### src/rtl/if_stage_fetch_pkg.sv
// Shared definitions for the instruction-fetch stage: FSM encoding, fetch
// constants and the word-alignment helper.
package if_stage_fetch_pkg;

  typedef enum logic [1:0] {
    ST_FETCH = 2'd0,
    ST_HOLD  = 2'd1,
    ST_KILL  = 2'd2
  } state_e;

  localparam logic [31:0] RESET_PC_DEF = 32'h0000_0000;
  localparam int unsigned PC_STEP_DEF  = 4;
  localparam logic [31:0] NOP_INST_DEF = 32'h0000_0000;

  function automatic logic [31:0] align_word(input logic [31:0] adrs);
    return {adrs[31:2], 2'b00};
  endfunction

endpackage

### src/rtl/if_stage_fetch_pc_reg.sv
// Program-counter register with asynchronous reset and load enable.
module if_stage_fetch_pc_reg #(
  parameter logic [31:0] RESET_PC = 32'h0000_0000
) (
  input  logic        clk,
  input  logic        rst,
  input  logic        load_en_i,
  input  logic [31:0] load_val_i,
  output logic [31:0] pc_o
);

  logic [31:0] pc_q;

  always_ff @(posedge clk or posedge rst) begin
    if (rst) begin
      pc_q <= RESET_PC;
    end else if (load_en_i) begin
      pc_q <= load_val_i;
    end
  end

  assign pc_o = pc_q;

endmodule

### src/rtl/if_stage_fetch.sv
// Instruction-fetch stage: owns the PC, requests instruction memory, absorbs
// stalls in a one-word hold buffer and loads the IF/ID pipeline register.
module if_stage_fetch
  import if_stage_fetch_pkg::*;
#(
  parameter logic [31:0] RESET_PC = RESET_PC_DEF,
  parameter int unsigned PC_STEP  = PC_STEP_DEF,
  parameter logic [31:0] NOP_INST = NOP_INST_DEF
) (
  input  logic        clk,
  input  logic        rst,
  input  logic        freeze,
  input  logic        branch_taken,
  input  logic [31:0] branch_adrs,
  output logic [31:0] imem_adrs,
  output logic        imem_req,
  input  logic [31:0] imem_inst,
  input  logic        imem_ready,
  output logic [31:0] if_pc,
  output logic [31:0] if_inst,
  output logic        if_valid
);

  localparam logic [31:0] STEP = 32'(PC_STEP);

  state_e      state_q, state_d;
  logic [31:0] hold_q, hold_d;
  logic [31:0] redirect_q, redirect_d;
  logic [31:0] ifpc_q, ifpc_d;
  logic [31:0] ifinst_q, ifinst_d;
  logic        ifvalid_q, ifvalid_d;
  logic        pc_ld;
  logic [31:0] pc_nxt;
  logic [31:0] pc;
  logic [31:0] target;

  if_stage_fetch_pc_reg #(.RESET_PC(RESET_PC)) u_pc_reg (
    .clk        (clk),
    .rst        (rst),
    .load_en_i  (pc_ld),
    .load_val_i (pc_nxt),
    .pc_o       (pc)
  );

  assign target = align_word(branch_adrs);

  always_comb begin
    state_d    = state_q;
    hold_d     = hold_q;
    redirect_d = redirect_q;
    ifpc_d     = ifpc_q;
    ifinst_d   = ifinst_q;
    ifvalid_d  = ifvalid_q;
    pc_ld      = 1'b0;
    pc_nxt     = pc + STEP;
    imem_req   = ~rst && (state_q != ST_HOLD);

    if (branch_taken) begin
      ifpc_d    = 32'h0;
      ifinst_d  = NOP_INST;
      ifvalid_d = 1'b0;
      hold_d    = NOP_INST;
      // An unfinished access keeps the old address on the bus; the target
      // waits in redirect_q until the memory lets go.
      if ((state_q != ST_HOLD) && !imem_ready) begin
        redirect_d = target;
        state_d    = ST_KILL;
      end else begin
        pc_ld   = 1'b1;
        pc_nxt  = target;
        state_d = ST_FETCH;
      end
    end else begin
      case (state_q)
        ST_FETCH: begin
          if (imem_ready) begin
            if (freeze) begin
              hold_d  = imem_inst;
              state_d = ST_HOLD;
            end else begin
              ifpc_d    = pc + STEP;
              ifinst_d  = imem_inst;
              ifvalid_d = 1'b1;
              pc_ld     = 1'b1;
            end
          end
        end
        ST_HOLD: begin
          if (!freeze) begin
            ifpc_d    = pc + STEP;
            ifinst_d  = hold_q;
            ifvalid_d = 1'b1;
            pc_ld     = 1'b1;
            state_d   = ST_FETCH;
          end
        end
        ST_KILL: begin
          if (imem_ready) begin
            pc_ld   = 1'b1;
            pc_nxt  = redirect_q;
            state_d = ST_FETCH;
          end
        end
        default: state_d = ST_FETCH;
      endcase
    end
  end

  always_ff @(posedge clk or posedge rst) begin
    if (rst) begin
      state_q    <= ST_FETCH;
      hold_q     <= NOP_INST;
      redirect_q <= RESET_PC;
      ifpc_q     <= 32'h0;
      ifinst_q   <= NOP_INST;
      ifvalid_q  <= 1'b0;
    end else begin
      state_q    <= state_d;
      hold_q     <= hold_d;
      redirect_q <= redirect_d;
      ifpc_q     <= ifpc_d;
      ifinst_q   <= ifinst_d;
      ifvalid_q  <= ifvalid_d;
    end
  end

  assign imem_adrs = pc;
  assign if_pc     = ifpc_q;
  assign if_inst   = ifinst_q;
  assign if_valid  = ifvalid_q;

endmodule

### config.mk
export PLATFORM = sky130hd
export DESIGN_NAME = if_stage_fetch
export DESIGN_NICKNAME = d
export VERILOG_FILES = /design/src/rtl/if_stage_fetch_pkg.sv /design/src/rtl/if_stage_fetch_pc_reg.sv /design/src/rtl/if_stage_fetch.sv
export SDC_FILE = /design/constraint.sdc
export NUM_CORES = 1
export LEC_CHECK = 0
export CAP_MARGIN = 20
export CORE_ASPECT_RATIO = 1.4
export CORE_MARGIN = 2
export CORE_UTILIZATION = 30
export CTS_CLUSTER_SIZE = 20
export DETAILED_ROUTE_END_ITERATION = 10
export GPL_TIMING_DRIVEN = 1
export PLACE_DENSITY = 0.58
export SETUP_SLACK_MARGIN = 0.05
export SYNTH_ARGS = -nofsm -noshare
export SYNTH_HDL_FRONTEND = slang
export SYNTH_HIERARCHICAL = 1
export SYNTH_SLANG_ARGS = --single-unit
### constraint.sdc
create_clock -name clk -period 8 [get_ports clk]
set_input_delay 1.6 -clock clk [delete_from_list [all_inputs] [get_ports clk]]
set_output_delay 1.6 -clock clk [all_outputs]
set_load 0.01 [all_outputs]
; ---- Yosys cells after proc, flatten, opt, wreduce, memory -nomap -nowiden
; Index checks and enable logic that the tools add are counted.
[classes]
n_mux = 34
addsub = 1
n_bitwise = 1
n_eq_ne = 8
reduce_logical = 13
[op_table]
columns = cell, count
row1 = 32-bit 2-to-1 mux, 15
row2 = 32-bit case mux with 2 select lines, 2
row3 = 32-bit by 3-bit adder with 32-bit output (second input constant), 1
row4 = 3-bit != test (second input constant), 5
row5 = 2-bit 2-to-1 mux, 6
row6 = 1-bit 2-to-1 mux, 8
row7 = 4-bit AND reduction, 2
row8 = 2-bit case mux with 3 select lines, 1
row9 = 2-bit nonzero test, 3
row10 = 2-bit AND reduction, 2
row11 = 1-bit case mux with 3 select lines, 1
row12 = 3-bit AND reduction, 1
row13 = 3-bit nonzero test, 1
row14 = 2-bit by 1-bit equality test with 1-bit output (second input constant), 1
row15 = 2-bit equality test (second input constant), 1
row16 = 1-bit logical AND, 2
row17 = 2-bit zero test, 1
row18 = 2-bit by 1-bit != test with 1-bit output (second input constant), 1
row19 = 1-bit case mux with 2 select lines, 1
row20 = 1-bit zero test, 1
row21 = 1-bit NOT, 1
[totals]
regBits = 161
inputBits = 69
elab_cells = 64
out_inout_bits = 98

; ---- Longest topological paths before layout
[depth]
ltp_word = 5
mapped_depth = 8

; ---- By module
; Netlist, hierarchy kept.
[by_module_without_submodules]
columns = mod, instances, seq_area_each_um2, area_per_inst_um2, cells_each
row1 = if_stage_fetch, 1, 3228.1, 6261.0, 638
row2 = if_stage_fetch_pc_reg, 1, 800.8, 1348.8, 69

; ---- Worst setup path after synthesis
; Ideal clock, no wire load.
[synth_timing]
kind = in2out
start = in rst
end = out imem_req
cell_stages = 1
arrival_ns = 1.769
slack_ns = 4.631
n_path_buf = 0
cell_sequence = nor2_1
[synth_between]
elab_chain_cells = 2
[synth_rtl]
columns = item, line_no
row1 = from (decl), if_stage_fetch.sv:11  ; input logic rst,
row2 = 1-bit NOT, if_stage_fetch.sv:56  ; imem_req = ~rst && (state_q != ST_HOLD);
row3 = 1-bit logical AND, if_stage_fetch.sv:56
row4 = to (decl), if_stage_fetch.sv:16  ; output logic imem_req,
; Every way passes these cells.

; ---- Worst setup path after layout
; Same ends and word-level chain as after synthesis.

==> metrics <==
Root Driver clkbuf_16; CP required 6.40 ns; Worst Hold Class flop to flop; remaining routing DRC violations 0; Final #Nets 923; Routed Antenna Nets 0; Sink Count 161; critical path fanouts, max 3; Overflow after GRT 0; initial DRC count 206; syn avg cell area 10.8 µm²; DR vias 5,725; vias in the first global route 5,790; die span in x 139 µm; routed len/inst 17.9 µm; final non-filler cell area 10,200 µm²; status finished clean; die height 192 µm; number of setup buffers added after CTS 0; max cap viols 0; Clock transition at path regs 0.06 ns; post-CTS sizing 0; Critical Path Start Type primary input; crit end category output pin; die area 26,700 µm²; share of layout cells above drive strength 1 0.141; Cells after Synth 707; Fin Setup TNS 0 ns; area growth from synthesis to layout 34.2%; Num CTS Buffers 17; total power 2640 µW; total wire length 21,200 µm; post-synthesis register bit count 161; dpl hpwl 13,900 µm; level count of the clock H-tree 4; Min-Delay Path Depth 2; slew margin rel. 0.329; IO buf count 164; internal reg-to-reg setup slack 5.19 ns; Min-Delay Endpoint if_inst[19]$_DFFE_PP0P_; worst skew pair latency 0.43 ns; Slew @ Worst Pin 1.00 ns; RR Endpoint u_pc_reg/pc_o[26]$_DFFE_PP0P_; starting density of the core 0.303; period utilisation layout 0.550; Post-Layout Cell Count 1,186; Inst Count DP 1,151; TritonCTS clock tree built; Achievable Freq 227 MHz; post-cts hold buffer count 0; VDD IR max 0.145 mV; setup violators final 0; RSZ-0062 raised after global routing false; mean number of vias per cell 4.83; Cell Area, Placed 9520 µm²; # IOs 167; All-Layer GR Usage 0.161; Final Skew 0.00962 ns; RePlAce Congestion 0.741; PwrDens 259 nW/µm²; DRT Pass-1 Iters 4; mapped cell area 7610 µm²; Yosys warnings 6; Seq/Total Area, Yosys 0.529; crit path DAT 2.80 ns; Net Count, Synth 777; worst r2r src u_pc_reg/pc_o[3]$_DFFE_PP0P_; Core Box Area 25,100 µm²; HP Start if_inst[19]$_DFFE_PP0P_; first-pass GRT wire length 33,100 µm; P_leak 0.00431 µW; type of the worst setup path primary input to output pin; Worst R2R Path Depth 7; clk buf depth 2; Hold Slack 0.473 ns; largest net degree at the start of global routing 70; Hold Violations, Final 0; Slew Viols, Final 0; initial antenna violation count 1; min Tclk post-route 4.40 ns; row count 69; Cell variety after synth 43
-- flip-flops by register name, indices dropped and copies added (netlist names) --
name	flops
if_pc	32
redirect_q	30
if_inst	32
if_valid	1
u_pc_reg/pc_o	32
state_q	2
hold_q	32
-- power breakdown --
group | internal (µW) | total [µW] | switching, µW
clock | 541 | 889 | 348
sequential | 943 | 1090 | 149
combinational | 373 | 663 | 290
-- cell families after synthesis --
kind of cell / after synthesis / synth area share
mux: 96 / 0.151
buf+inv: 56 / 0.0358
compound gates: 159 / 0.127
fa+ha+maj: 1 / 0.00164
xor+xnor: 28 / 0.0322
flops: 161 / 0.529
simple gates: 206 / 0.122
-- through the flow --
stage,worst slack [ns],utilization
6_report,3.60,0.407
5_1_grt,3.58,0.407
4_1_cts,3.59,0.404
3_5_place_dp,3.60,0.379
3_3_place_gp,3.58,0.379
2_1_floorplan,2.96,-
-- layer usage --
metal / routed length (µm) / part of all wire / track usage / vias to the layer above
li1: - / - / - / 2784
met1: 9230 / 0.44 / 0.203 / 2783
met2: 10600 / 0.50 / 0.273 / 139
met3: 1010 / 0.047 / 0.0352 / 19
met4: 379 / 0.018 / 0.0569 / 0
met5: 0 / 0 / 0 / -
-- synthesized netlist by cell type --
cell type | n | area (µm²)
nand3b_1 | 2 | 15.0
nand4_1 | 7 | 43.8
nor3_2 | 2 | 20.0
mux2i_1 | 33 | 330
buf_2 | 5 | 25.0
nor3_1 | 2 | 10.0
nor2_1 | 17 | 63.8
buf_1 | 4 | 15.0
o31ai_1 | 32 | 240
and3_1 | 2 | 12.5
a22oi_1 | 29 | 218
mux2_4 | 30 | 450
nor4_2 | 1 | 12.5
o21bai_1 | 1 | 7.51
ha_1 | 1 | 12.5
nor2b_1 | 3 | 18.8
nand2_1 | 140 | 526
clkbuf_1 | 35 | 131
a31oi_1 | 1 | 6.26
or4_4 | 1 | 11.3
dfrtp_1 | 161 | 4030
nand2b_1 | 1 | 6.26
a22o_1 | 4 | 35.0
or4_1 | 1 | 7.51
o21a_1 | 1 | 7.51
a21oi_1 | 3 | 15.0
nor4_4 | 1 | 21.3
nor3b_1 | 1 | 7.51
mux2_2 | 33 | 372
and2_1 | 4 | 25.0
buf_12 | 3 | 60.1
buf_6 | 1 | 11.3
xor2_1 | 14 | 123
o21ai_0 | 82 | 410
or3_1 | 1 | 6.26
nand4_2 | 1 | 12.5
and4_1 | 2 | 17.5
or2_2 | 2 | 12.5
xnor2_1 | 14 | 123
nor4_1 | 3 | 18.8
inv_1 | 8 | 30.0
o21ai_1 | 6 | 30.0
nand3_1 | 12 | 60.1
-- worst max-delay path, cell delays in order --
cell and delay (ns):
clkdlybuf4s50_1 0.52, nor2_1 0.14, clkdlybuf4s50_1 0.54
-- placed cells by master, fill, tap and decap left out, types with 7 or more instances in the layout --
master,count
nor2_1,13
clkdlybuf4s50_1,163
mux2i_1,33
clkbuf_16,17
mux2_2,33
mux2_4,30
xor2_1,14
dfrtp_1,161
a22oi_1,29
nand2_1,140
inv_1,7
nand4_1,7
o21ai_0,82
nand3_1,12
o31ai_1,32
xnor2_1,14
buf_4,9
-- how the worst max path moves through the flow --
stage / startpoint / to / cells past startpoint
6_report: rst / imem_req / 3
5_1_grt: rst / imem_req / 3
3_3_place_gp: rst / imem_req / 3
4_1_cts: rst / imem_req / 3
3_5_place_dp: rst / imem_req / 3
2_1_floorplan: rst / hold_q[0]$_DFFE_PP0P_ / 1
-- final cells by class --
cell class                 count  area [µm²]
multi-input combinational    490        3350
tap                          319         399
clock inverter                12         181
sequential                   161        4030
fill                        2434       14900
timing repair buffer         175        1760
inverter                       8        35.0
clock buffer                  20         457
antenna                        1        2.50
(Power assumes the default switching activity.)
